<file path="src/rtl/mac_drain_pkg.sv">
// Shared types and helpers for the mac_drain result path.
// MAC_DRAIN_REQUANT_EN selects the requantized (OP_WIDTH) output width.
package mac_drain_pkg;

  typedef enum logic [1:0] {
    ST_IDLE   = 2'd0,
    ST_STREAM = 2'd1,
    ST_DONE   = 2'd2
  } state_e;

  localparam int N_COLS_DEF      = 4;
  localparam int OP_WIDTH_DEF    = 8;
  localparam int ACC_WIDTH_DEF   = 32;
  localparam int SHIFT_WIDTH_DEF = 5;

`ifdef MAC_DRAIN_REQUANT_EN
  localparam bit REQUANT_EN = 1'b1;
`else
  localparam bit REQUANT_EN = 1'b0;
`endif

  function automatic int out_width_f(input int op_width, input int acc_width);
    return REQUANT_EN ? op_width : acc_width;
  endfunction

  // Largest value representable in an unsigned operand of op_width bits.
  function automatic longint unsigned sat_limit_f(input int op_width);
    return (64'd1 << op_width) - 64'd1;
  endfunction

  localparam longint unsigned SAT_LIMIT_DEF = sat_limit_f(OP_WIDTH_DEF);

endpackage

</file>
<file path="src/rtl/mac_requant.sv">
// Combinational requantizer: logical right shift then saturate one unsigned
// accumulator value to OP_WIDTH bits. Used only under MAC_DRAIN_REQUANT_EN.
module mac_requant
  import mac_drain_pkg::*;
#(
  parameter int OP_WIDTH    = OP_WIDTH_DEF,
  parameter int ACC_WIDTH   = ACC_WIDTH_DEF,
  parameter int SHIFT_WIDTH = SHIFT_WIDTH_DEF
) (
  input  logic [ACC_WIDTH-1:0]   acc,
  input  logic [SHIFT_WIDTH-1:0] shift,
  output logic [OP_WIDTH-1:0]    q
);

  localparam logic [ACC_WIDTH-1:0] SAT_LIMIT = ACC_WIDTH'(sat_limit_f(OP_WIDTH));

  logic [ACC_WIDTH-1:0] shifted;

  // Truncating shift; the high bits left over decide saturation.
  assign shifted = acc >> shift;
  assign q       = (shifted > SAT_LIMIT) ? {OP_WIDTH{1'b1}} : shifted[OP_WIDTH-1:0];

endmodule

</file>
<file path="src/rtl/mac_drain.sv">
// Drains a row of MAC accumulators: snapshot on start, clear the row, stream
// lanes out over valid/ready. MAC_DRAIN_REQUANT_EN enables per-beat requant.
module mac_drain
  import mac_drain_pkg::*;
#(
  parameter int N_COLS      = N_COLS_DEF,
  parameter int OP_WIDTH    = OP_WIDTH_DEF,
  parameter int ACC_WIDTH   = ACC_WIDTH_DEF,
  parameter int SHIFT_WIDTH = SHIFT_WIDTH_DEF,
  localparam int OUT_WIDTH  = out_width_f(OP_WIDTH, ACC_WIDTH),
  localparam int IDX_W      = $clog2(N_COLS)
) (
  input  logic                        clk,
  input  logic                        reset,
  input  logic                        start,
  input  logic [N_COLS*ACC_WIDTH-1:0] acc_in,
  input  logic [SHIFT_WIDTH-1:0]      shift,
  output logic                        mac_clear,
  output logic                        busy,
  output logic                        out_valid,
  input  logic                        out_ready,
  output logic [OUT_WIDTH-1:0]        out_data,
  output logic [IDX_W-1:0]            out_index,
  output logic                        out_last,
  output logic                        done
);

  localparam logic [IDX_W-1:0] LAST_IDX = IDX_W'(N_COLS - 1);

  state_e               state_q, state_d;
  logic [IDX_W-1:0]     idx_q;
  logic [ACC_WIDTH-1:0] cap_q [N_COLS];
  logic [ACC_WIDTH-1:0] sel;
  logic                 capture;
  logic                 fire;
  logic                 is_last;

  assign capture = (state_q == ST_IDLE) && start;
  assign fire    = out_valid && out_ready;
  assign is_last = (idx_q == LAST_IDX);

  always_comb begin
    // NOTE: default first so every path assigns state_d; a missing branch would infer a latch.
    state_d = state_q;
    unique case (state_q)
      ST_IDLE:   if (start) state_d = ST_STREAM;
      ST_STREAM: if (fire && is_last) state_d = ST_DONE;
      ST_DONE:   state_d = ST_IDLE;
      default:   state_d = ST_IDLE;
    endcase
  end

  always_ff @(posedge clk) begin
    // NOTE: non-blocking so every flop samples pre-edge values regardless of statement order.
    if (reset) begin
      state_q   <= ST_IDLE;
      idx_q     <= '0;
      mac_clear <= 1'b0;
    end else begin
      state_q   <= state_d;
      mac_clear <= capture;
      if (capture) begin
        idx_q <= '0;
      end else if (fire && !is_last) begin
        idx_q <= idx_q + 1'b1;
      end
    end
  end

  // NOTE: the capture array is reset on purpose: out_data must read zero straight out of reset.
  always_ff @(posedge clk) begin
    if (reset) begin
      for (int i = 0; i < N_COLS; i++) cap_q[i] <= '0;
    end else if (capture) begin
      for (int i = 0; i < N_COLS; i++) cap_q[i] <= acc_in[i*ACC_WIDTH +: ACC_WIDTH];
    end
  end

  assign sel       = cap_q[idx_q];
  assign out_valid = (state_q == ST_STREAM);
  assign busy      = (state_q != ST_IDLE);
  assign done      = (state_q == ST_DONE);
  assign out_index = idx_q;
  assign out_last  = out_valid && is_last;

`ifdef MAC_DRAIN_REQUANT_EN
  logic [SHIFT_WIDTH-1:0] shift_q;

  always_ff @(posedge clk) begin
    if (reset) begin
      shift_q <= '0;
    end else if (capture) begin
      shift_q <= shift;
    end
  end

  mac_requant #(
    .OP_WIDTH    (OP_WIDTH),
    .ACC_WIDTH   (ACC_WIDTH),
    .SHIFT_WIDTH (SHIFT_WIDTH)
  ) u_requant (
    .acc   (sel),
    .shift (shift_q),
    .q     (out_data)
  );
`else
  logic unused_shift;

  assign unused_shift = ^shift;
  assign out_data     = sel;
`endif

endmodule

</file>
<file path="config.mk">
export PLATFORM = sky130hd
export DESIGN_NAME = mac_drain
export DESIGN_NICKNAME = d
export VERILOG_FILES = /design/src/rtl/mac_drain_pkg.sv /design/src/rtl/mac_requant.sv /design/src/rtl/mac_drain.sv
export SDC_FILE = /design/constraint.sdc
export NUM_CORES = 1
export LEC_CHECK = 0
export BUFFER_PORTS_ARGS = -buffer_cell sky130_fd_sc_hd__buf_4
export CAP_MARGIN = 20
export CORE_ASPECT_RATIO = 1.4
export CORE_UTILIZATION = 47
export DETAILED_ROUTE_END_ITERATION = 6
export GPL_TIMING_DRIVEN = 1
export PLACE_DENSITY_LB_ADDON = 0.05
export SKIP_CTS_REPAIR_TIMING = 1
export SYNTH_ARGS = -nofsm -noshare
export SYNTH_HDL_FRONTEND = slang
export SYNTH_SLANG_ARGS = --single-unit
</file>
<file path="constraint.sdc">
create_clock -name clk -period 4.1 [get_ports clk]
set_input_delay 0.615 -clock clk [delete_from_list [all_inputs] [get_ports clk]]
set_output_delay 0.615 -clock clk [all_outputs]
set_load 0.01 [all_outputs]
</file>
==> results of run 1 <==
-- worst register-to-register path: cells and delay by family, from the launching register on --
kind | cells | cell delay (ps)
flip-flops | 1 | 360
AND/OR/NAND/NOR | 1 | 200
buffers and inverters | 1 | 400
AO/OA/AOI/OAI | 1 | 780
-- flip-flops by register name, indices dropped and copies added, names as in the netlist, named ones only --
name,cells
cap_q,128
out_index,2
state_q,2
mac_clear,1
-- cell usage in the layout, fill, tap and decap left out, types with 4 or more instances in the layout --
cell and n:
clkinvlp_4 4, edfxtp_1 128, nor2_1 4, clkinv_4 4, and2_1 129, buf_4 173
clkbuf_16 17, mux4_2 32, dfxtp_1 5
-- metal layers --
layer,part of all wire (%),track usage (%),vias to the layer above
met5,0,0,-
met4,1.6,6.716,0
li1,-,-,1579
met2,55,31.51,113
met3,7.5,6.782,11
met1,36,20.53,1590
-- cells by family (layout without fill, tap and decap cells) --
logic type / count (synthesis) / count (layout) / synth area share (%)
adder cells (fa/ha/maj): 1 / 1 / 0.2175
multiplexers: 33 / 33 / 12.70
flip-flops: 135 / 135 / 69.26
buffers and inverters: 22 / 209 / 2.023
AO/OA/AOI/OAI: 3 / 3 / 0.3479
AND/OR/NAND/NOR: 138 / 138 / 15.29
XOR/XNOR: 1 / 1 / 0.1523
-- metrics by stage --
step	total power [mW]	hold slack, ps	cell area (sq um)	utilization [%]
2_1_floorplan	1.875	559.8	5752	-
3_3_place_gp	2.050	530.4	7172	60.38
3_5_place_dp	2.064	541.3	7172	60.38
4_1_cts	3.543	463.0	7754	65.27
5_1_grt	3.635	467.3	7765	65.37
6_report	3.505	485.8	7765	65.37
-- power by group --
group / switching (mW) / total (mW) / internal, mW
Combinational: 0.138 / 0.352 / 0.214
Clock: 0.577 / 1.48 / 0.900
Sequential: 0.0352 / 1.68 / 1.64
Total: 0.750 / 3.51 / 2.76
-- cell type report --
| type | count | area share, % |
|---|---|---|
| clock buffers | 18 | 5.527 |
| multi-input cells | 176 | 21.37 |
| repair buffers | 176 | 17.39 |
| inverters | 1 | 0.04834 |
| flip-flops and latches | 135 | 51.34 |
| well taps | 147 | 2.369 |
| clock inverters | 14 | 1.966 |
-- path summary, 6_finish.rpt --
kind                                endpoint  slack, ps  cells after the start
hold reg to reg                     register        550                      2
hold / removal    cap_q[1][10]$_SDFFCE_PN0P_        490                      2
setup reg to reg  cap_q[1][23]$_SDFFCE_PN0P_       2010                      3
setup / recovery                out_data[22]       1230                      3
==> reports/summary.json, run 1 <==
{
  "run_status": {
    "result_of_the_run": "finished clean"
  },
  "hold_path": {
    "hp-start": "acc_in[42]",
    "hold_path.class": "in2reg"
  },
  "global_route": {
    "global_route.overflow_total": 0,
    "grt_first_pass_wirelength_mm": 16.95,
    "maximum_number_of_pins_on_one_net_before_global_route_repair": 81,
    "grt_pass1_vias": 3469,
    "number_of_antenna_violations_at_the_first_check_in_global_routing": 0,
    "grt_use_total_pct": 18.37
  },
  "yosys": {
    "synth_fp_nets": 471,
    "synth_top_area_cells": "edfxtp_1, and2_1, mux4_2",
    "synth-edff-count": 128,
    "synth_top_cell_area_share_pct": 66.83,
    "synth-main-ff-cell": "edfxtp_1",
    "ys_seq_area_share_pct": 69.26,
    "asr_flop_ratio_synth_pct": 0,
    "yosysUniqueCellTypes": 21,
    "synthesis.area_per_instance_sq_um": 17.27,
    "synth_largest_area_cell": "edfxtp_1",
    "syn_inst": 333,
    "yosysMostFrequentCell": "and2_1",
    "netlist_top_cells_count": "and2_1, edfxtp_1, mux4_2, clkbuf_2, dfxtp_1",
    "synth.ff_latch_count": 135,
    "synth.yosys.warnings": 0,
    "syn-cell-area_sq_um": 5752
  },
  "clock_tree": {
    "worst_skew_pair.late_latency_ps": 400,
    "cts_sinks": 135,
    "h_tree_levels": 4,
    "total_clock_buffers_created_by_cts": 17,
    "cts_tree": "done",
    "cts-root-buf": "clkbuf_16",
    "clk_path_buf_depth": 2,
    "cts.clk_slew.worst_paths_ps": 60
  },
  "drt": {
    "vias_per_cell": 4.937,
    "drtIter0Drc": 119,
    "vias": 3293,
    "route.antenna.remaining_nets": 0,
    "detailedRoute.firstPassIterationCount": 4,
    "wl_per_cell_um": 16.31,
    "post-route-drc-count": 0,
    "detail_route.wirelength_mm": 10.88
  },
  "setup_path": {
    "timing.critical_path.from_type": "register",
    "worst_ep_required_time_ps": 3480,
    "timing.critical_path.mode_cell": "buf_4",
    "critPathKind": "reg2out",
    "worstPathCellList": "buf_4, mux4_2, buf_4",
    "crit_path_max_incr_delay_ps": 750,
    "critical_path.max_fanout": 17,
    "critPathSlowestCell": "dfxtp_2",
    "worst_r2r_startpoint": "state_q[1]$_SDFFE_PP0P_",
    "cp_data_arrival_time_ps": 2250,
    "worstPathBufferInverterCount": 2,
    "cp_top_family": "flip-flops",
    "cp-end-kind": "primary output"
  },
  "sta": {
    "rsz_0062_raised_after_global_routing": "no",
    "fin_crit_sh_pct": 69.96,
    "clock_period_minus_worst_slack_ps": 2868,
    "worst-slew-pin-transition_ps": 967.5,
    "fmax_mhz": 348.6,
    "setup-tns-final_ps": 0,
    "max_slew_margin_pct": 35.50,
    "post-route-worst-setup-slack_ps": 1232,
    "setup_viol": 0,
    "timing_max_transition_violations_final": 0,
    "final-hold-violation-count": 0,
    "skew_ps": 7.962
  },
  "cells_and_area": {
    "multi_input_comb_area_sq_um": 1659,
    "final_layout_size_suffix_gt1_share_pct": 46.92,
    "nNetsFinal": 645,
    "flow.area_growth_from_synthesis_pct": 35.00,
    "antenna_diodes": 0,
    "layout.area.seq_sq_um": 3986,
    "finish.cell_count_without_fillers": 667,
    "fillCellCount": 904
  },
  "floorplanning": {
    "core_area_sq_um": 11880,
    "placementRows": 47,
    "top_level_ports": 176,
    "floorplan.die_area_sq_um": 12690,
    "die_w_um": 95.50,
    "start_util_pct": 48.42,
    "floorplan.die.height_um": 132.9
  },
  "placed_design": {
    "gp_congestion": 0.7459,
    "placedCellCount": 634,
    "dp_hpwl_mm": 7.268,
    "port-buffer-count": 170,
    "place_worst_setup_slack_ps": 1557
  },
  "power_and_ir_drop": {
    "vdd.ir_drop.worst_mv": 0.2588,
    "power.leakage_nw": 3.199,
    "power.density_nw_per_um2": 451.4
  },
  "run": {
    "drv_cap": 0
  }
}
Power figures use the tool's default switching activity.
==> run 2, diff against run 1 <==
--- a/config.mk
+++ b/config.mk
@@ -8,7 +8,7 @@
 export BUFFER_PORTS_ARGS = -buffer_cell sky130_fd_sc_hd__buf_4
 export CAP_MARGIN = 20
 export CORE_ASPECT_RATIO = 1.4
-export CORE_UTILIZATION = 47
+export CORE_UTILIZATION = 46
 export DETAILED_ROUTE_END_ITERATION = 6
 export GPL_TIMING_DRIVEN = 1
 export PLACE_DENSITY_LB_ADDON = 0.05
==> constraint.sdc (replaced) <==
create_clock -name clk -period 2.4 [get_ports clk]
set_input_delay 0.36 -clock clk [delete_from_list [all_inputs] [get_ports clk]]
set_output_delay 0.36 -clock clk [all_outputs]
set_load 0.01 [all_outputs]
==> reports/summary.json, run 2 (synthesis results as in run 1) <==
{
  "run_status": {
    "result_of_the_run": "finished clean"
  },
  "sta": {
    "timing_max_transition_violations_final": 0,
    "fin_crit_sh_pct": 89.63,
    "worst-slew-pin-transition_ps": 483.8,
    "setup_viol": 0,
    "max_slew_margin_pct": 67.74,
    "rsz_0062_raised_after_global_routing": "no",
    "fmax_mhz": 464.9,
    "setup-tns-final_ps": 0,
    "final-hold-violation-count": 0,
    "clock_period_minus_worst_slack_ps": 2151,
    "skew_ps": 8.694
  },
  "global_route": {
    "grt_first_pass_wirelength_mm": 16.56,
    "global_route.overflow_total": 0,
    "maximum_number_of_pins_on_one_net_before_global_route_repair": 131,
    "grt_pass1_vias": 3448,
    "number_of_antenna_violations_at_the_first_check_in_global_routing": 0,
    "grt_use_total_pct": 17.78
  },
  "setup_path": {
    "critical_path.max_fanout": 17,
    "cp_data_arrival_time_ps": 1790,
    "worst_ep_required_time_ps": 2040,
    "critPathKind": "reg2out",
    "critPathSlowestCell": "mux4_2",
    "crit_path_max_incr_delay_ps": 570,
    "timing.critical_path.from_type": "register",
    "worst_reg2reg_setup_slack_ps": 750,
    "cp-end-kind": "primary output",
    "worstPathCellList": "buf_4, mux4_2, buf_4",
    "timing.critical_path.mode_cell": "buf_4"
  },
  "cells_and_area": {
    "top_register": "cap_q",
    "final_layout_size_suffix_gt1_share_pct": 46.82,
    "final_common_cell": "buf_4",
    "largest_register_ffs": 128,
    "flow.area_growth_from_synthesis_pct": 36.83,
    "multi_input_comb_area_sq_um": 1659,
    "final_cell_area_sq_um": 7870,
    "antenna_diodes": 0,
    "nNetsFinal": 646,
    "layout.area.seq_sq_um": 3986,
    "layout.cells.most_common_list": "buf_4, and2_1, edfxtp_1, mux4_2, clkbuf_16",
    "fillCellCount": 925
  },
  "drt": {
    "uppermost_layer_routed": "met4",
    "post-route-drc-count": 0,
    "route.met2.wl_mm": 5.849,
    "vias_per_cell": 4.889,
    "met1_length_mm": 3.976,
    "detailedRoute.firstPassIterationCount": 4,
    "met3WireLength_um": 762,
    "vias": 3271,
    "wl_per_cell_um": 16.09,
    "route.antenna.remaining_nets": 0,
    "drtIter0Drc": 104,
    "detail_route.wirelength_mm": 10.76
  },
  "power_and_ir_drop": {
    "power.switching_mw": 1.222,
    "p_seq_share_pct": 45.1,
    "clock_network_power_share_pct": 45.2,
    "power_share_of_the_combinational_group_pct": 9.7,
    "power.leakage_nw": 3.257,
    "power.density_nw_per_um2": 804.5,
    "cell_internal_power_dissipation_mw": 5.109,
    "sw_frac_of_total_pct": 19.30,
    "vdd.ir_drop.worst_mv": 0.4946
  },
  "clock_tree": {
    "cts_tree": "done",
    "clk_path_buf_depth": 2,
    "h_tree_levels": 4,
    "total_clock_buffers_created_by_cts": 17,
    "cts-root-buf": "clkbuf_16",
    "worst_skew_pair.late_latency_ps": 400,
    "cts.clk_slew.worst_paths_ps": 60,
    "cts_sinks": 135
  },
  "placed_design": {
    "dp_hpwl_mm": 7.122,
    "gp_congestion": 0.7152,
    "total_cell_area_at_the_placement_stage_sq_um": 7216,
    "port-buffer-count": 170
  },
  "run": {
    "drv_cap": 0
  },
  "floorplanning": {
    "floorplan.die_area_sq_um": 12960,
    "placementRows": 48,
    "core_area_sq_um": 12250,
    "top_level_ports": 176,
    "floorplan.die.height_um": 134.3,
    "die_w_um": 96.51,
    "start_util_pct": 46.95
  },
  "hold_path": {
    "hold_path.class": "in2reg"
  }
}
[run 2: cell count changes in the layout (fill, tap and decap cells not counted), sizes merged]
cell / delta
inv: -1
clkinvlp: -4
bufinv: +4
buf: +1
clkbuf: -1
[run 2: worst paths after layout]
path,cells after the start,startpoint,end
worst max register to register,3,state_q[1]$_SDFFE_PP0P_,cap_q[2][7]$_SDFFCE_PN0P_
worst max-delay path,3,register,out_data[4]
worst min-delay path,2,acc_in[91],cap_q[2][27]$_SDFFCE_PN0P_
worst min register to register,2,out_index[1]$_SDFFE_PP0P_,register
[run 2: worst max-delay path: cells and delay by family, from the launching register on]
kind,cells,cell delay (ps)
DFF,1,320
buffers and inverters,2,500
muxes,1,570
[run 2: through the flow]
step | power (mW) | setup slack (ps) | cells | hold slack (ps) | utilization (%)
3_3_place_gp | 3.509 | 626.9 | 639 | 541.4 | 58.89
3_5_place_dp | 3.532 | 621.8 | 639 | 545.6 | 58.89
2_1_floorplan | 3.192 | 565.0 | 333 | 524.0 | -
6_report | 6.331 | 248.8 | 669 | 230.8 | 64.24
4_1_cts | 6.405 | 186.4 | 669 | 211.7 | 64.24
5_1_grt | 6.557 | 137.2 | 669 | 214.2 | 64.24
[run 2: layout make-up]
type,instances,area share [%]
sequential,135,50.65
clock buffer,17,5.405
multi-input combinational,176,21.08
inverter,1,0.04769
timing repair buffer,177,17.52
clock inverter,13,2.909
tap,150,2.385
[run 2: layer usage]
metal | vias up | GRT usage [%]
met4 | 0 | 8.007
met2 | 110 | 30.16
met3 | 13 | 5.896
met1 | 1570 | 19.92
li1 | 1578 | -
met5 | - | 0
[run 2: power by group through the flow]
stage	clock [mW]	sequential (mW)	combinational [mW]
after detailed placement	0	2.90	0.628
after CTS	2.92	2.86	0.632
after global placement	0	2.89	0.619
after global routing	3.01	2.87	0.676
after floorplan	0	2.88	0.308
final	2.86	2.85	0.616
